==> src/rtl/tsp_run_ctrl_if.sv <==
// Bundle of the run controller's handshake and data signals: start/cont
// control, coordinate ROM read port, solver coordinate-file write port,
// solver kick/completion handshake and the status outputs.
// The slave modport is the controller; the master modport is whatever
// surrounds it (ROM, solver, host logic).
interface tsp_run_ctrl_if;
  logic        start;
  logic        cont;
  logic        rom_en;
  logic [5:0]  rom_addr;
  logic [7:0]  rom_x;
  logic [7:0]  rom_y;
  logic        city_we;
  logic [5:0]  city_idx;
  logic [7:0]  city_x;
  logic [7:0]  city_y;
  logic        solver_start;
  logic        solver_done;
  logic [31:0] solver_perf;
  logic [31:0] best_perf;
  logic [23:0] disp_val;
  logic        busy;
  logic        err_timeout;

  modport slave (
    input  start, cont, rom_x, rom_y, solver_done, solver_perf,
    output rom_en, rom_addr, city_we, city_idx, city_x, city_y,
           solver_start, best_perf, disp_val, busy, err_timeout
  );

  modport master (
    output start, cont, rom_x, rom_y, solver_done, solver_perf,
    input  rom_en, rom_addr, city_we, city_idx, city_x, city_y,
           solver_start, best_perf, disp_val, busy, err_timeout
  );
endinterface

==> src/rtl/tsp_run_ctrl.sv <==
// Run controller for a TSP solver: copies the city coordinates from a
// synchronous ROM into the solver, kicks it, waits for completion (with a
// timeout), keeps the best tour length seen and periodically snapshots it
// for a slow display.
module tsp_run_ctrl #(
  parameter int unsigned N_CITY       = 64,
  parameter int unsigned REFRESH_BITS = 25,
  parameter int unsigned RUN_TIMEOUT  = 32'd16777216
) (
  input  logic          clk,
  input  logic          rst,
  tsp_run_ctrl_if.slave bus
);

  localparam int unsigned   LW         = $clog2(N_CITY + 1);
  localparam logic [LW-1:0] LOAD_LAST  = LW'(N_CITY);
  localparam logic [31:0]   TIMER_LAST = 32'(RUN_TIMEOUT - 1);

  typedef enum logic [2:0] {
    S_IDLE,
    S_LOAD,
    S_KICK,
    S_RUN,
    S_UPDATE
  } state_t;

  state_t                  state, state_nxt;
  logic [LW-1:0]           load_cnt;
  logic [31:0]             run_timer;
  logic [31:0]             perf_cap;
  logic [31:0]             best_perf;
  logic [REFRESH_BITS-1:0] refresh_cnt;
  logic [23:0]             disp_val;
  logic                    err_timeout;

  logic                    rom_en;
  logic [5:0]              rom_addr;
  logic                    city_we;
  logic [5:0]              city_idx;
  logic                    solver_start;
  logic                    run_expired;

  // The timer sits on its last allowed value: this RUN cycle is the final one.
  assign run_expired = (run_timer == TIMER_LAST);

  // State register.
  // NOTE: sequential state uses non-blocking assignments so every flop
  // samples the pre-edge values of the others.
  always_ff @(posedge clk or posedge rst) begin
    if (rst) state <= S_IDLE;
    else     state <= state_nxt;
  end

  // Next-state and strobe decode. In LOAD, cycle k reads ROM entry k and
  // writes entry k-1, whose data the ROM returns one cycle after the read.
  // NOTE: every output gets a default first so no path can infer a latch.
  always_comb begin
    state_nxt    = state;
    rom_en       = 1'b0;
    rom_addr     = '0;
    city_we      = 1'b0;
    city_idx     = '0;
    solver_start = 1'b0;
    unique case (state)
      S_IDLE: begin
        if (bus.start) state_nxt = S_LOAD;
      end
      S_LOAD: begin
        if (load_cnt != LOAD_LAST) begin
          rom_en   = 1'b1;
          rom_addr = 6'(load_cnt);
        end
        if (load_cnt != '0) begin
          city_we  = 1'b1;
          city_idx = 6'(load_cnt - LW'(1));
        end
        if (load_cnt == LOAD_LAST) state_nxt = S_KICK;
      end
      S_KICK: begin
        solver_start = 1'b1;
        state_nxt    = S_RUN;
      end
      S_RUN: begin
        // Completion wins over a timeout landing in the same cycle.
        if (bus.solver_done)  state_nxt = S_UPDATE;
        else if (run_expired) state_nxt = S_IDLE;
      end
      S_UPDATE: begin
        state_nxt = bus.cont ? S_KICK : S_IDLE;
      end
      default: state_nxt = S_IDLE;
    endcase
  end

  // Load counter: cleared when a start is accepted, advances through LOAD.
  always_ff @(posedge clk or posedge rst) begin
    if (rst)                               load_cnt <= '0;
    else if (state == S_IDLE && bus.start) load_cnt <= '0;
    else if (state == S_LOAD)              load_cnt <= load_cnt + LW'(1);
  end

  // Run timer: cleared by the kick, counts every RUN cycle.
  always_ff @(posedge clk or posedge rst) begin
    if (rst)                  run_timer <= '0;
    else if (state == S_KICK) run_timer <= '0;
    else if (state == S_RUN)  run_timer <= run_timer + 32'd1;
  end

  // Capture the solver result on completion, only while a run is active.
  always_ff @(posedge clk or posedge rst) begin
    if (rst)                                  perf_cap <= '0;
    else if (state == S_RUN && bus.solver_done) perf_cap <= bus.solver_perf;
  end

  // Keep the strictly smaller tour length; ties leave the record untouched.
  always_ff @(posedge clk or posedge rst) begin
    if (rst)                                          best_perf <= 32'hFFFF_FFFF;
    else if (state == S_UPDATE && perf_cap < best_perf) best_perf <= perf_cap;
  end

  // Sticky timeout flag; only reset clears it.
  always_ff @(posedge clk or posedge rst) begin
    if (rst)                                                  err_timeout <= 1'b0;
    else if (state == S_RUN && !bus.solver_done && run_expired) err_timeout <= 1'b1;
  end

  // Free-running refresh counter; the display snapshot is taken on its zero.
  always_ff @(posedge clk or posedge rst) begin
    if (rst) begin
      refresh_cnt <= '0;
      disp_val    <= '0;
    end else begin
      refresh_cnt <= refresh_cnt + REFRESH_BITS'(1);
      if (refresh_cnt == '0) disp_val <= best_perf[23:0];
    end
  end

  assign bus.rom_en       = rom_en;
  assign bus.rom_addr     = rom_addr;
  assign bus.city_we      = city_we;
  assign bus.city_idx     = city_idx;
  assign bus.city_x       = city_we ? bus.rom_x : 8'd0;
  assign bus.city_y       = city_we ? bus.rom_y : 8'd0;
  assign bus.solver_start = solver_start;
  assign bus.best_perf    = best_perf;
  assign bus.disp_val     = disp_val;
  assign bus.busy         = (state != S_IDLE);
  assign bus.err_timeout  = err_timeout;

endmodule

==> src/flat_wrapper.sv <==
// flat-port wrapper written by rule: the top's interface ports become plain ports
module tsp_run_ctrl_flat 
#(
  parameter int unsigned N_CITY       = 64,
  parameter int unsigned REFRESH_BITS = 25,
  parameter int unsigned RUN_TIMEOUT  = 32'd16777216
)
  (clk, rst, bus_start, bus_cont, bus_rom_x, bus_rom_y, bus_solver_done, bus_solver_perf, bus_rom_en, bus_rom_addr, bus_city_we, bus_city_idx, bus_city_x, bus_city_y, bus_solver_start, bus_best_perf, bus_disp_val, bus_busy, bus_err_timeout);
  tsp_run_ctrl_if bus_i ();
  input  logic clk;
  input  logic rst;
  input wire logic [$bits(bus_i.start)-1:0] bus_start;
  input wire logic [$bits(bus_i.cont)-1:0] bus_cont;
  input wire logic [$bits(bus_i.rom_x)-1:0] bus_rom_x;
  input wire logic [$bits(bus_i.rom_y)-1:0] bus_rom_y;
  input wire logic [$bits(bus_i.solver_done)-1:0] bus_solver_done;
  input wire logic [$bits(bus_i.solver_perf)-1:0] bus_solver_perf;
  output wire logic [$bits(bus_i.rom_en)-1:0] bus_rom_en;
  output wire logic [$bits(bus_i.rom_addr)-1:0] bus_rom_addr;
  output wire logic [$bits(bus_i.city_we)-1:0] bus_city_we;
  output wire logic [$bits(bus_i.city_idx)-1:0] bus_city_idx;
  output wire logic [$bits(bus_i.city_x)-1:0] bus_city_x;
  output wire logic [$bits(bus_i.city_y)-1:0] bus_city_y;
  output wire logic [$bits(bus_i.solver_start)-1:0] bus_solver_start;
  output wire logic [$bits(bus_i.best_perf)-1:0] bus_best_perf;
  output wire logic [$bits(bus_i.disp_val)-1:0] bus_disp_val;
  output wire logic [$bits(bus_i.busy)-1:0] bus_busy;
  output wire logic [$bits(bus_i.err_timeout)-1:0] bus_err_timeout;
  assign bus_i.start = bus_start;
  assign bus_i.cont = bus_cont;
  assign bus_i.rom_x = bus_rom_x;
  assign bus_i.rom_y = bus_rom_y;
  assign bus_i.solver_done = bus_solver_done;
  assign bus_i.solver_perf = bus_solver_perf;
  assign bus_rom_en = bus_i.rom_en;
  assign bus_rom_addr = bus_i.rom_addr;
  assign bus_city_we = bus_i.city_we;
  assign bus_city_idx = bus_i.city_idx;
  assign bus_city_x = bus_i.city_x;
  assign bus_city_y = bus_i.city_y;
  assign bus_solver_start = bus_i.solver_start;
  assign bus_best_perf = bus_i.best_perf;
  assign bus_disp_val = bus_i.disp_val;
  assign bus_busy = bus_i.busy;
  assign bus_err_timeout = bus_i.err_timeout;
  tsp_run_ctrl #(.N_CITY(N_CITY), .REFRESH_BITS(REFRESH_BITS), .RUN_TIMEOUT(RUN_TIMEOUT)) u_core (.clk(clk), .rst(rst), .bus(bus_i));
endmodule
==> config.mk <==
export PLATFORM = sky130hd
export DESIGN_NAME = tsp_run_ctrl_flat
export DESIGN_NICKNAME = d
export VERILOG_FILES = /design/src/rtl/tsp_run_ctrl_if.sv /design/src/rtl/tsp_run_ctrl.sv /design/src/flat_wrapper.sv
export SDC_FILE = /design/constraint.sdc
export NUM_CORES = 1
export LEC_CHECK = 0
export CAP_MARGIN = 20
export CORE_ASPECT_RATIO = 0.6
export CORE_MARGIN = 5
export CORE_UTILIZATION = 57
export CTS_CLUSTER_SIZE = 14
export DETAILED_ROUTE_END_ITERATION = 10
export PLACE_DENSITY = 0.86
export SYNTH_ARGS = -nofsm -noshare
export SYNTH_HDL_FRONTEND = slang
export SYNTH_SLANG_ARGS = --single-unit
export TNS_END_PERCENT = 5
==> constraint.sdc <==
create_clock -name clk -period 10.6 [get_ports clk]
set_clock_uncertainty 0.2 [all_clocks]
set_input_delay 2.12 -clock clk [delete_from_list [all_inputs] [get_ports clk]]
set_output_delay 2.12 -clock clk [all_outputs]
set_load 0.02 [all_outputs]
==> metrics.md, run 1 <==
| Metric | Value |
|---|---|
| Die Ht | `101 um` |
| RSZ-0062 raised after global routing | `false` |
| Htree depth | `4` |
| Place WS | `4930 ps` |
| Fin nets | `916` |
| Placer Congestion | `0.828` |
| Synthesized cell area | `7810 sq um` |
| CP Class | `in -> out` |
| CP Depth | `3` |
| Highest cell delay on the worst timing path | `650 ps` |
| CTS Buf Count | `17` |
| Clk_lat worst skew | `420 ps` |
| Post-route antenna net violation count | `0` |
| Buf/Inv on CP | `2` |
| Max Slew Vio Count | `0` |
| Crit path required time | `8280 ps` |
| Avg Inst Size Synth | `11.5 sq um` |
| Main synth FF type | `dfrtp_1` |
| Most area-consuming cells after synthesis | `dfrtp_1 40%, dfstp_2 11%, mux2_2 8.4%` |
| Most common cell on crit path | `clkdlybuf4s50_1` |
| Pre-antenna DRT Iters | `5` |
| Top delay family on crit path | `buffers and inverters` |
| Layout area overhead | `27.6%` |
| Final hold vios | `0` |
| Post-CTS setup buffer count | `0` |
| Clock sinks | `156` |
| Fmax | `175 MHz` |
| # diodes | `0` |
| Drt drc | `0` |
| CTS Hold Bufs | `0` |
| Post-synthesis sequential area ratio | `50.5%` |
| Yosys reg bits | `156` |
| Core ar. | `13500 sq um` |
| Wire per inst | `17.6 um` |
| Initial Util | `57.6%` |
| LEAKAGE | `4.42 nW` |
| Pin count of the biggest net entering global routing | `86` |
| Footprint of the multi-input gates | `3570 sq um` |
| Slew margin rel. | `38.5%` |
| Global Route Usage Sum | `22.7%` |
| EDFF count, synth | `0` |
| Initial antenna violation count | `0` |
| Cell area power density | `243 nW/um^2` |
| Worst Setup Slack, final | `4900 ps` |
| Critical path origin | `bus_rom_y[3]` |
| Unique masters post-synth | `51` |
| Endpoints failing setup | `0` |
| FF-to-FF path depth | `7` |
| Vias per cell | `5.62` |
| Buffer levels on the longest clock path | `2` |
| Post-CTS sizing | `0` |
| Clock transition at the registers of the reported paths | `60 ps` |
| CP arrival | `3380 ps` |
| Cell at the slowest stage of the critical path | `clkdlybuf4s50_1` |
| Final WL | `17900 um` |
| Initial DRC count | `354` |
| Top-area cell type share of the netlist area | `39.7%` |
| FP Rows | `33` |
| YS warnings | `0` |
| Async SR Flop Fraction | `100%` |
| Leading area contributor after synthesis | `dfrtp_1` |
| FILL cells | `892` |
| DIE WIDTH | `161 um` |
| Cells after Synth | `680` |
| First-pass GRT wire length | `29500 um` |
| Port bufs | `141` |
| Tmin final | `5700 ps` |
| CP Launch Type | `input port` |
| R2R Setup Slk | `7310 ps` |
| Io pins | `142` |
| Post-DP HPWL | `12900 um` |
| FF+latch area | `3940 sq um` |
| VDD IR max | `181 uV` |
| Fraction of layout cells with a size suffix above 1 | `19.9%` |
| Via count | `5701` |
| Die area | `16200 sq um` |
| Worst setup path end | `bus_city_y[3]` |
| Cell Chain, Critical Path | `clkdlybuf4s50_1 > and2_1 > clkdlybuf4s50_1` |
| Worst reg2reg path startpoint | `u_core.bus.best_perf[31]` |
| Crit Reg-Reg Endpoint | `u_core.bus.best_perf[29]` |
| Status | `complete, no violations` |
| Worst-Margin Slew | `921 ps` |
| Final Power | `2.42 mW` |
| Net Count, Synth | `770` |
| Worst setup EP type | `primary output` |
| Tcrit/Tclk final | `53.8%` |
| Total global routing overflow | `0` |
| CP Max Fanout | `1` |
| Vias in the first global route | `5995` |
| TritonCTS clock tree | `yes` |
| Max Cap Viol | `0` |
| CTS Root Cell | `clkbuf_16` |
| Hold WC Path Type | `reg -> reg` |
| Setup TNS | `0 ps` |
==> state kept, by name, summed over array words and instances (netlist names) <==
register and flops:
u_core.bus.best_perf 32, u_core.bus.disp_val 24, u_core.bus.err_timeout 1, u_core.load_cnt 7, u_core.perf_cap 32, u_core.refresh_cnt 25, u_core.run_timer 32, u_core.state 3
==> Yosys cell counts (all sizes together), types with 7 or more instances <==
| library cell | count |
|---|---|
| a21oi | 16 |
| and2 | 20 |
| and4 | 7 |
| clkbuf | 13 |
| dfrtp | 124 |
| dfstp | 32 |
| ha | 37 |
| inv | 48 |
| mux2 | 88 |
| mux2i | 8 |
| nand2 | 60 |
| nand3 | 36 |
| nand4 | 14 |
| nor2 | 38 |
| nor3 | 9 |
| nor4 | 12 |
| o211ai | 8 |
| o21ai | 18 |
| xnor2 | 21 |
| xor2 | 12 |
==> placed cells by master, fill, tap and decap left out, types with 30 or more instances in the layout <==
master           count
nor2_1              37
nand3_1             34
clkdlybuf4s50_1    141
dfstp_2             32
mux2_4              30
mux2_2              58
nand2_1             60
inv_1               47
ha_1                37
dfrtp_1            124
==> per-stage QoR <==
stage                     instances  hold WS, ps  utilization [%]  cell area, sq um
after floorplan                 680          236                -              7810
after global placement          981          251             69.1              9360
after detailed placement        981          255             69.1              9360
after CTS                      1013          271             73.3              9930
after global routing           1014          293             73.5              9960
final                          1014          271             73.5              9960
==> worst reg2reg max path, delay by kind of cell (launching register included) <==
family                     cells  cell delay, ps
buffers and inverters          1              50
DFF                            1             560
adders and majority gates      1             310
muxes                          1             440
and+or+nand+nor                4            1670
==> logic make-up after synthesis <==
kind of cell	Yosys count	share of synthesized area (%)
muxes	96	15.2
and+or+nand+nor	226	15.5
buffers and inverters	67	3.89
xor gates and xnor gates	33	3.70
DFF	156	50.5
AOI/OAI and AO/OA	65	5.31
adders and majority gates	37	5.93
==> cell type report <==
type                       instances  share of cell area, %
sequential                       156                   39.6
inverter                          48                   1.86
clock buffer                      18                   4.41
tap                              175                   2.20
clock inverter                    14                   1.39
timing repair buffer             146                   14.7
multi-input combinational        457                   35.8
==> worst min-delay path by stage <==
stage / cells past startpoint / slack [ps] / start / endpoint
3_3_place_gp: 1 / 250 / u_core.bus.err_timeout / u_core.bus.err_timeout
5_1_grt: 1 / 290 / u_core.bus.err_timeout / u_core.bus.err_timeout
2_1_floorplan: 1 / 240 / u_core.run_timer[31] / u_core.run_timer[31]
3_5_place_dp: 1 / 250 / u_core.bus.err_timeout / u_core.bus.err_timeout
4_1_cts: 1 / 270 / u_core.bus.err_timeout / u_core.bus.err_timeout
6_report: 1 / 270 / u_core.bus.err_timeout / u_core.bus.err_timeout
==> power by group <==
group	internal [mW]	switching [mW]	leakage, nW
combinational	0.462	0.467	2.18
sequential	0.756	0.150	1.97
clock	0.334	0.254	0.275
total	1.55	0.871	4.42
==> metal layers <==
metal	global-route usage (%)	up-vias	wire (um)
met2	37.9	162	8840
met5	0	-	0
met1	29.4	2838	7730
met4	6.09	0	179
met3	6.66	18	1120
li1	-	2683	-
Note: power is estimated with default switching activity, not from simulation.
==> run 2, diff against run 1 <==
--- a/config.mk
+++ b/config.mk
@@ -8,10 +8,10 @@
 export CAP_MARGIN = 20
 export CORE_ASPECT_RATIO = 0.6
 export CORE_MARGIN = 5
-export CORE_UTILIZATION = 57
+export CORE_UTILIZATION = 48
 export CTS_CLUSTER_SIZE = 14
 export DETAILED_ROUTE_END_ITERATION = 10
-export PLACE_DENSITY = 0.86
+export PLACE_DENSITY = 0.77
 export SYNTH_ARGS = -nofsm -noshare
 export SYNTH_HDL_FRONTEND = slang
 export SYNTH_SLANG_ARGS = --single-unit
==> constraint.sdc (replaced) <==
create_clock -name clk -period 4.6 [get_ports clk]
set_clock_uncertainty 0.2 [all_clocks]
set_input_delay 0.92 -clock clk [delete_from_list [all_inputs] [get_ports clk]]
set_output_delay 0.92 -clock clk [all_outputs]
set_load 0.02 [all_outputs]
==> run 2 against run 1 <==
First-iteration DRC count down 21%; final area is 0.94% higher; sequential share of layout area is 0.37 points lower; die area grew 17%; largest power group unchanged; flip-flop and latch count did not move; largest cell class unchanged.
==> metrics.md, run 2 (synthesis results as in run 1) <==
| Metric | Value |
|---|---|
| FF+latch area | `3940 sq um (unchanged)` |
| Clk_lat worst skew | `420 ps (about the same)` |
| CP Max Fanout | `17 (+16)` |
| Clock transition at the registers of the reported paths | `70 ps (about the same)` |
| Hold depth | `1 (unchanged)` |
| Internal | `3.65 mW (+140%)` |
| Post-CTS setup buffer count | `0 (unchanged)` |
| Footprint of the multi-input gates | `3570 sq um (unchanged)` |
| Drt drc | `0 (unchanged)` |
| LEAKAGE | `4.45 nW (+0.69%)` |
| RSZ-0062 raised after global routing | `false` |
| TritonCTS clock tree | `yes` |
| FILL cells | `1251 (+40%)` |
| Initial antenna violation count | `2 (+2)` |
| FF-to-FF path depth | `7 (unchanged)` |
| Psw | `1.98 mW (+130%)` |
| Total global routing overflow | `0 (unchanged)` |
| Setup TNS | `0 ps (unchanged)` |
| Fin nets | `920 (+0.44%)` |
| Fraction of layout cells with a size suffix above 1 | `20.3% (+0.38 points)` |
| Place WS | `1060 ps (-3870 ps)` |
| Post-CTS sizing | `0 (unchanged)` |
| Tcrit/Tclk final | `86.8%` |
| Io pins | `142 (unchanged)` |
| Pin count of the biggest net entering global routing | `55 (-36%)` |
| Via count | `5548 (-2.7%)` |
| Worst Setup Slack, final | `609 ps (-4290 ps)` |
| Status | `complete, no violations` |
| Final WL | `17700 um (-1.2%)` |
| Layout area overhead | `28.8%` |
| Top flop regs | `u_core.bus.best_perf (32), u_core.perf_cap (32), u_core.run_timer (32)` |
| Most frequent cells in the layout | `141 x clkdlybuf4s50_1, 124 x dfrtp_1, 60 x nand2_1` |
| Worst setup EP type | `primary output` |
| Part of the power in registers | `36.6% (-0.8 points)` |
| Post-DP HPWL | `12500 um (-2.8%)` |
| CTS Hold Bufs | `0 (unchanged)` |
| Finished Layout Cells | `1052 (+3.7%)` |
| Placer Congestion | `0.816 (-1.4%)` |
| Clk pwr share | `25.8% (+1.5 points)` |
| Highest cell delay on the worst timing path | `540 ps (-110 ps)` |
| Hold endpoint | `u_core.bus.err_timeout` |
| Post-route antenna net violation count | `0 (unchanged)` |
| Cell at the slowest stage of the critical path | `clkdlybuf4s50_1` |
| Buffer levels on the longest clock path | `2 (unchanged)` |
| Vias in the first global route | `5448 (-9.1%)` |
| Global Route Usage Sum | `18.7% (-4.0 points)` |
| DIE WIDTH | `175 um (+8.4%)` |
| Cell Chain, Critical Path | `nor4_1 > nand2_1 > o21ai_1 > inv_1 > and2_1 > clkdlybuf4s50_1` |
| CP Launch Type | `register` |
| Endpoints failing setup | `0 (unchanged)` |
| Placed cells | `1020 (+4.0%)` |
| Max Slew Vio Count | `0 (unchanged)` |
| Die area | `19000 sq um (+17%)` |
| CTS Buf Count | `17 (unchanged)` |
| Slew margin rel. | `40.4% (+1.8 points)` |
| CP Class | `reg -> out` |
| VDD IR max | `354 uV (+95%)` |
| First-pass GRT wire length | `28400 um (-3.7%)` |
| Pre-antenna DRT Iters | `4 (-1)` |
| # diodes | `0 (unchanged)` |
| Final hold vios | `0 (unchanged)` |
| Sw frac | `35.2% (-0.75 points)` |
| Htree depth | `4 (unchanged)` |
| Wire per inst | `16.8 um (-4.7%)` |
| Worst hold start | `u_core.bus.err_timeout` |
| Worst reg2reg path startpoint | `u_core.bus.best_perf[31]` |
| R2R Setup Slk | `1340 ps (-5970 ps)` |
| Core ar. | `16100 sq um (+19%)` |
| Vias per cell | `5.27 (-6.2%)` |
| Crit Reg-Reg Endpoint | `u_core.bus.best_perf[29]` |
| Clock sinks | `156 (unchanged)` |
| Logic gate share of total power | `37.6% (-0.7 points)` |
| Crit path required time | `3480 ps (-4800 ps)` |
| Initial Util | `48.5% (-9.1 points)` |
| Port bufs | `141 (unchanged)` |
| Hold WC Path Type | `reg -> reg` |
| Finished Cell Area | `10100 sq um (+0.94%)` |
| Final Power | `5.63 mW (+130%)` |
| Area after DPL | `9450 sq um (+0.98%)` |
| CP arrival | `2870 ps (-510 ps)` |
| Tmin final | `3990 ps` |
| Max Cap Viol | `0 (unchanged)` |
| Fmax | `251 MHz` |
| Die Ht | `109 um (+8.1%)` |
| Hold slack | `273 ps (+2.01 ps)` |
| Commonest non-fill, non-tap cell in the layout | `clkdlybuf4s50_1` |
| Initial DRC count | `281 (-21%)` |
| CTS Root Cell | `clkbuf_16` |
| Fin util | `62.5% (-11 points)` |
| Worst-Margin Slew | `893 ps (-28.1 ps)` |
| FP Rows | `36 (+9.1%)` |
| Cell area power density | `560 nW/um^2 (+130%)` |
[run 2: cell types whose count changed in the layout (fill, tap and decap cells not counted)]
cell       previous run  this run
clkinv_4              5         2
clkbuf_8              1         2
inv_8                 1         2
buf_4                 4         8
bufinv_16             1         2
buf_16                1         0
buf_12                0         1
[run 2: power by group through the flow]
| stage | registers (mW) | logic, mW | clock network [mW] |
|---|---|---|---|
| after floorplan | 2.09 | 1.30 | 0 |
| after global placement | 2.06 | 2.08 | 0 |
| after detailed placement | 2.08 | 2.12 | 0 |
| after CTS | 2.06 | 2.14 | 1.47 |
| after global routing | 2.11 | 2.34 | 1.54 |
| final | 2.06 | 2.12 | 1.45 |
[run 2: cell type report]
| class | count | share of cell area, % |
|---|---|---|
| tap | 209 | 2.60 |
| sequential | 156 | 39.2 |
| inverter | 48 | 1.83 |
| timing repair buffer | 150 | 14.8 |
| multi-input combinational | 457 | 35.5 |
| clock inverter | 13 | 1.54 |
| clock buffer | 19 | 4.50 |
[run 2: worst max path at each step]
stage	from	endpoint	slack (ps)
finish	u_core.load_cnt[4]	bus_city_y[5]	610
global route	u_core.load_cnt[4]	bus_city_y[5]	310
CTS	u_core.load_cnt[4]	bus_city_y[3]	590
detailed placement	u_core.load_cnt[4]	bus_city_y[3]	1060
global placement	u_core.load_cnt[4]	bus_city_x[3]	1160
floorplan	rst	u_core.bus.disp_val[0]	1530
[run 2: metal layers]
metal	GRT usage, %	wire [um]	part of all wire (%)
met2	27.4	7600	43
met4	3.03	91	0.52
met3	7.00	1090	6.2
met1	27.0	8860	50
met5	0	14	0.079
[run 2: critical path: cells and delay by family, from the launching register on]
| family | cells | cell delay (ps) |
|---|---|---|
| AOI/OAI and AO/OA | 1 | 410 |
| buffers and inverters | 2 | 860 |
| DFF | 1 | 460 |
| and+or+nand+nor | 3 | 720 |
==> run 3, diff against run 2 <==
--- a/config.mk
+++ b/config.mk
@@ -5,13 +5,12 @@
 export SDC_FILE = /design/constraint.sdc
 export NUM_CORES = 1
 export LEC_CHECK = 0
-export CAP_MARGIN = 20
-export CORE_ASPECT_RATIO = 0.6
+export CORE_ASPECT_RATIO = 0.5
 export CORE_MARGIN = 5
 export CORE_UTILIZATION = 48
 export CTS_CLUSTER_SIZE = 14
 export DETAILED_ROUTE_END_ITERATION = 10
-export PLACE_DENSITY = 0.77
+export PLACE_DENSITY = 0.85
 export SYNTH_ARGS = -nofsm -noshare
 export SYNTH_HDL_FRONTEND = slang
 export SYNTH_SLANG_ARGS = --single-unit
==> run 3 against run 2 <==
Final area fell by 0.40%; total power fell by 0.97%; sequential power barely moved; highest routed layer is now met4.
==> metrics.md, run 3 (synthesis results as in run 1) <==
| Metric | Value |
|---|---|
| RSZ-0062 raised after global routing | `false` |
| Port bufs | `141 (unchanged)` |
| VDD IR max | `317 uV (-11%)` |
| Max Slew Vio Count | `0 (unchanged)` |
| Clock transition at the registers of the reported paths | `70 ps (about the same)` |
| Cell area power density | `557 nW/um^2 (-0.57%)` |
| Post-CTS setup buffer count | `0 (unchanged)` |
| CP arrival | `2970 ps (+100 ps)` |
| Clk_lat worst skew | `430 ps (about the same)` |
| Vias in the first global route | `5878 (+7.9%)` |
| Cell Chain, Critical Path | `nor3b_1 > buf_4 > o21ai_1 > inv_1 > and2_1 > clkdlybuf4s50_1` |
| Most frequent cells in the layout | `141 x clkdlybuf4s50_1, 124 x dfrtp_1, 60 x nand2_1` |
| First-pass GRT wire length | `28900 um (+1.8%)` |
| Fmax | `244 MHz (-2.4%)` |
| # diodes | `0 (unchanged)` |
| Clock sinks | `156 (unchanged)` |
| Initial antenna violation count | `0 (-2)` |
| Global Route Usage Sum | `18.8% (+0.13 points)` |
| FP Rows | `32 (-11%)` |
| Top delay family on crit path | `buffers and inverters` |
| Post-DP HPWL | `12500 um (-0.23%)` |
| Tmin final | `4090 ps (+99.6 ps)` |
| Setup TNS | `0 ps (unchanged)` |
| Commonest non-fill, non-tap cell in the layout | `clkdlybuf4s50_1` |
| Drt drc | `0 (unchanged)` |
| Max Cap Viol | `0 (unchanged)` |
| Placer Congestion | `0.821 (+0.65%)` |
| CTS Hold Bufs | `0 (unchanged)` |
| Vias per cell | `5.29 (+0.23%)` |
| Total global routing overflow | `0 (unchanged)` |
| Core ar. | `15700 sq um (-2.6%)` |
| Tcrit/Tclk final | `88.9% (+2.2 points)` |
| Hold slack | `280 ps (+6.88 ps)` |
| CTS Root Cell | `clkbuf_16` |
| Crit path required time | `3480 ps (about the same)` |
| Worst-Margin Slew | `966 ps (+72.8 ps)` |
| Status | `complete, no violations` |
| Initial DRC count | `330 (+17%)` |
| Via count | `5598 (+0.90%)` |
| Worst setup EP type | `primary output` |
| LEAKAGE | `4.43 nW (-0.53%)` |
| Die Ht | `100 um (-7.9%)` |
| Wire per inst | `16.4 um (-2.4%)` |
| Final WL | `17400 um (-1.7%)` |
| Pre-antenna DRT Iters | `5 (+1)` |
| DIE WIDTH | `190 um (+9.0%)` |
| Buffer levels on the longest clock path | `2 (unchanged)` |
| Post-route antenna net violation count | `0 (unchanged)` |
| Htree depth | `4 (unchanged)` |
| Highest cell delay on the worst timing path | `750 ps (+210 ps)` |
| Slew margin rel. | `35.5% (-4.8 points)` |
| Fin nets | `915 (-0.54%)` |
| CP Launch Type | `register` |
| Cell at the slowest stage of the critical path | `dfrtp_1` |
| Post-CTS sizing | `0 (unchanged)` |
| Die area | `19100 sq um (+0.38%)` |
| Final Power | `5.58 mW (-0.97%)` |
| Layout area overhead | `28.3%` |
| Io pins | `142 (unchanged)` |
| Fraction of layout cells with a size suffix above 1 | `19.8% (-0.48 points)` |
| TritonCTS clock tree | `yes` |
| Top flop regs | `u_core.bus.best_perf (32), u_core.perf_cap (32), u_core.run_timer (32)` |
| Pin count of the biggest net entering global routing | `157 (+190%)` |
| Endpoints failing setup | `0 (unchanged)` |
| Hold WC Path Type | `reg -> reg` |
| Buf/Inv on CP | `3 (+1)` |
| CTS Buf Count | `17 (unchanged)` |
| CP Max Fanout | `21 (+4)` |
| CP Class | `reg -> out` |
| Initial Util | `49.9% (+1.3 points)` |
| Final hold vios | `0 (unchanged)` |
-- run 3: changes by cell type in the layout (fill, tap and decap cells not counted), sizes merged --
cell      delta
buf          -5
inv          +5
bufinv       -2
clkbuf       -2
clkinvlp     -2
clkinv       +1
-- run 3: power by group --
| group | internal, mW | switching, mW |
|---|---|---|
| Combinational | 1.06 | 1.06 |
| Sequential | 1.74 | 0.329 |
| Clock | 0.735 | 0.655 |
-- run 3: layout make-up --
type / instances / area (sq um)
fillers: 1157 / 5640
flip-flops and latches: 156 / 3940
multi-input cells: 457 / 3570
repair buffers: 145 / 1450
clock buffers: 17 / 425
well taps: 221 / 277
inverters: 48 / 184
clock inverters: 15 / 165
-- run 3: worst register-to-register path: cells and delay by family, from the launching register on --
family / cells / cell delay (ps)
flip-flops: 1 / 550
adder cells (fa/ha/maj): 1 / 330
buffers and inverters: 1 / 40
AND/OR/NAND/NOR: 4 / 1440
AO/OA/AOI/OAI: 1 / 230
multiplexers: 1 / 410
-- run 3: per-stage QoR --
step	utilization (%)	instances	worst slack [ps]	cell area, sq um
6_report	64.0	1059	509	10000
5_1_grt	64.0	1059	340	10000
4_1_cts	64.0	1059	499	10000
3_5_place_dp	60.2	1027	962	9420
3_3_place_gp	60.2	1027	1120	9420
2_1_floorplan	-	680	1530	7810
-- run 3: path summary, 6_finish.rpt --
kind,from,endpoint,slack (ps),cells after the start
setup reg to reg,u_core.bus.best_perf[31],u_core.bus.best_perf[30],1340,8
hold / removal,u_core.run_timer[15],u_core.run_timer[15],280,1
min in group asynchronous,rst,u_core.bus.disp_val[1],880,3
hold reg to reg,u_core.run_timer[15],u_core.run_timer[15],280,1
setup / recovery,u_core.state[0],bus_city_y[7],510,6
max in group asynchronous,rst,u_core.run_timer[13],2700,3
-- run 3: layer usage --
layer,vias up,global-route usage [%],wire [um]
met2,110,33.9,9180
met5,-,0,0
met3,25,4.00,559
li1,2680,-,-
met4,0,6.18,325
met1,2783,22.8,7290
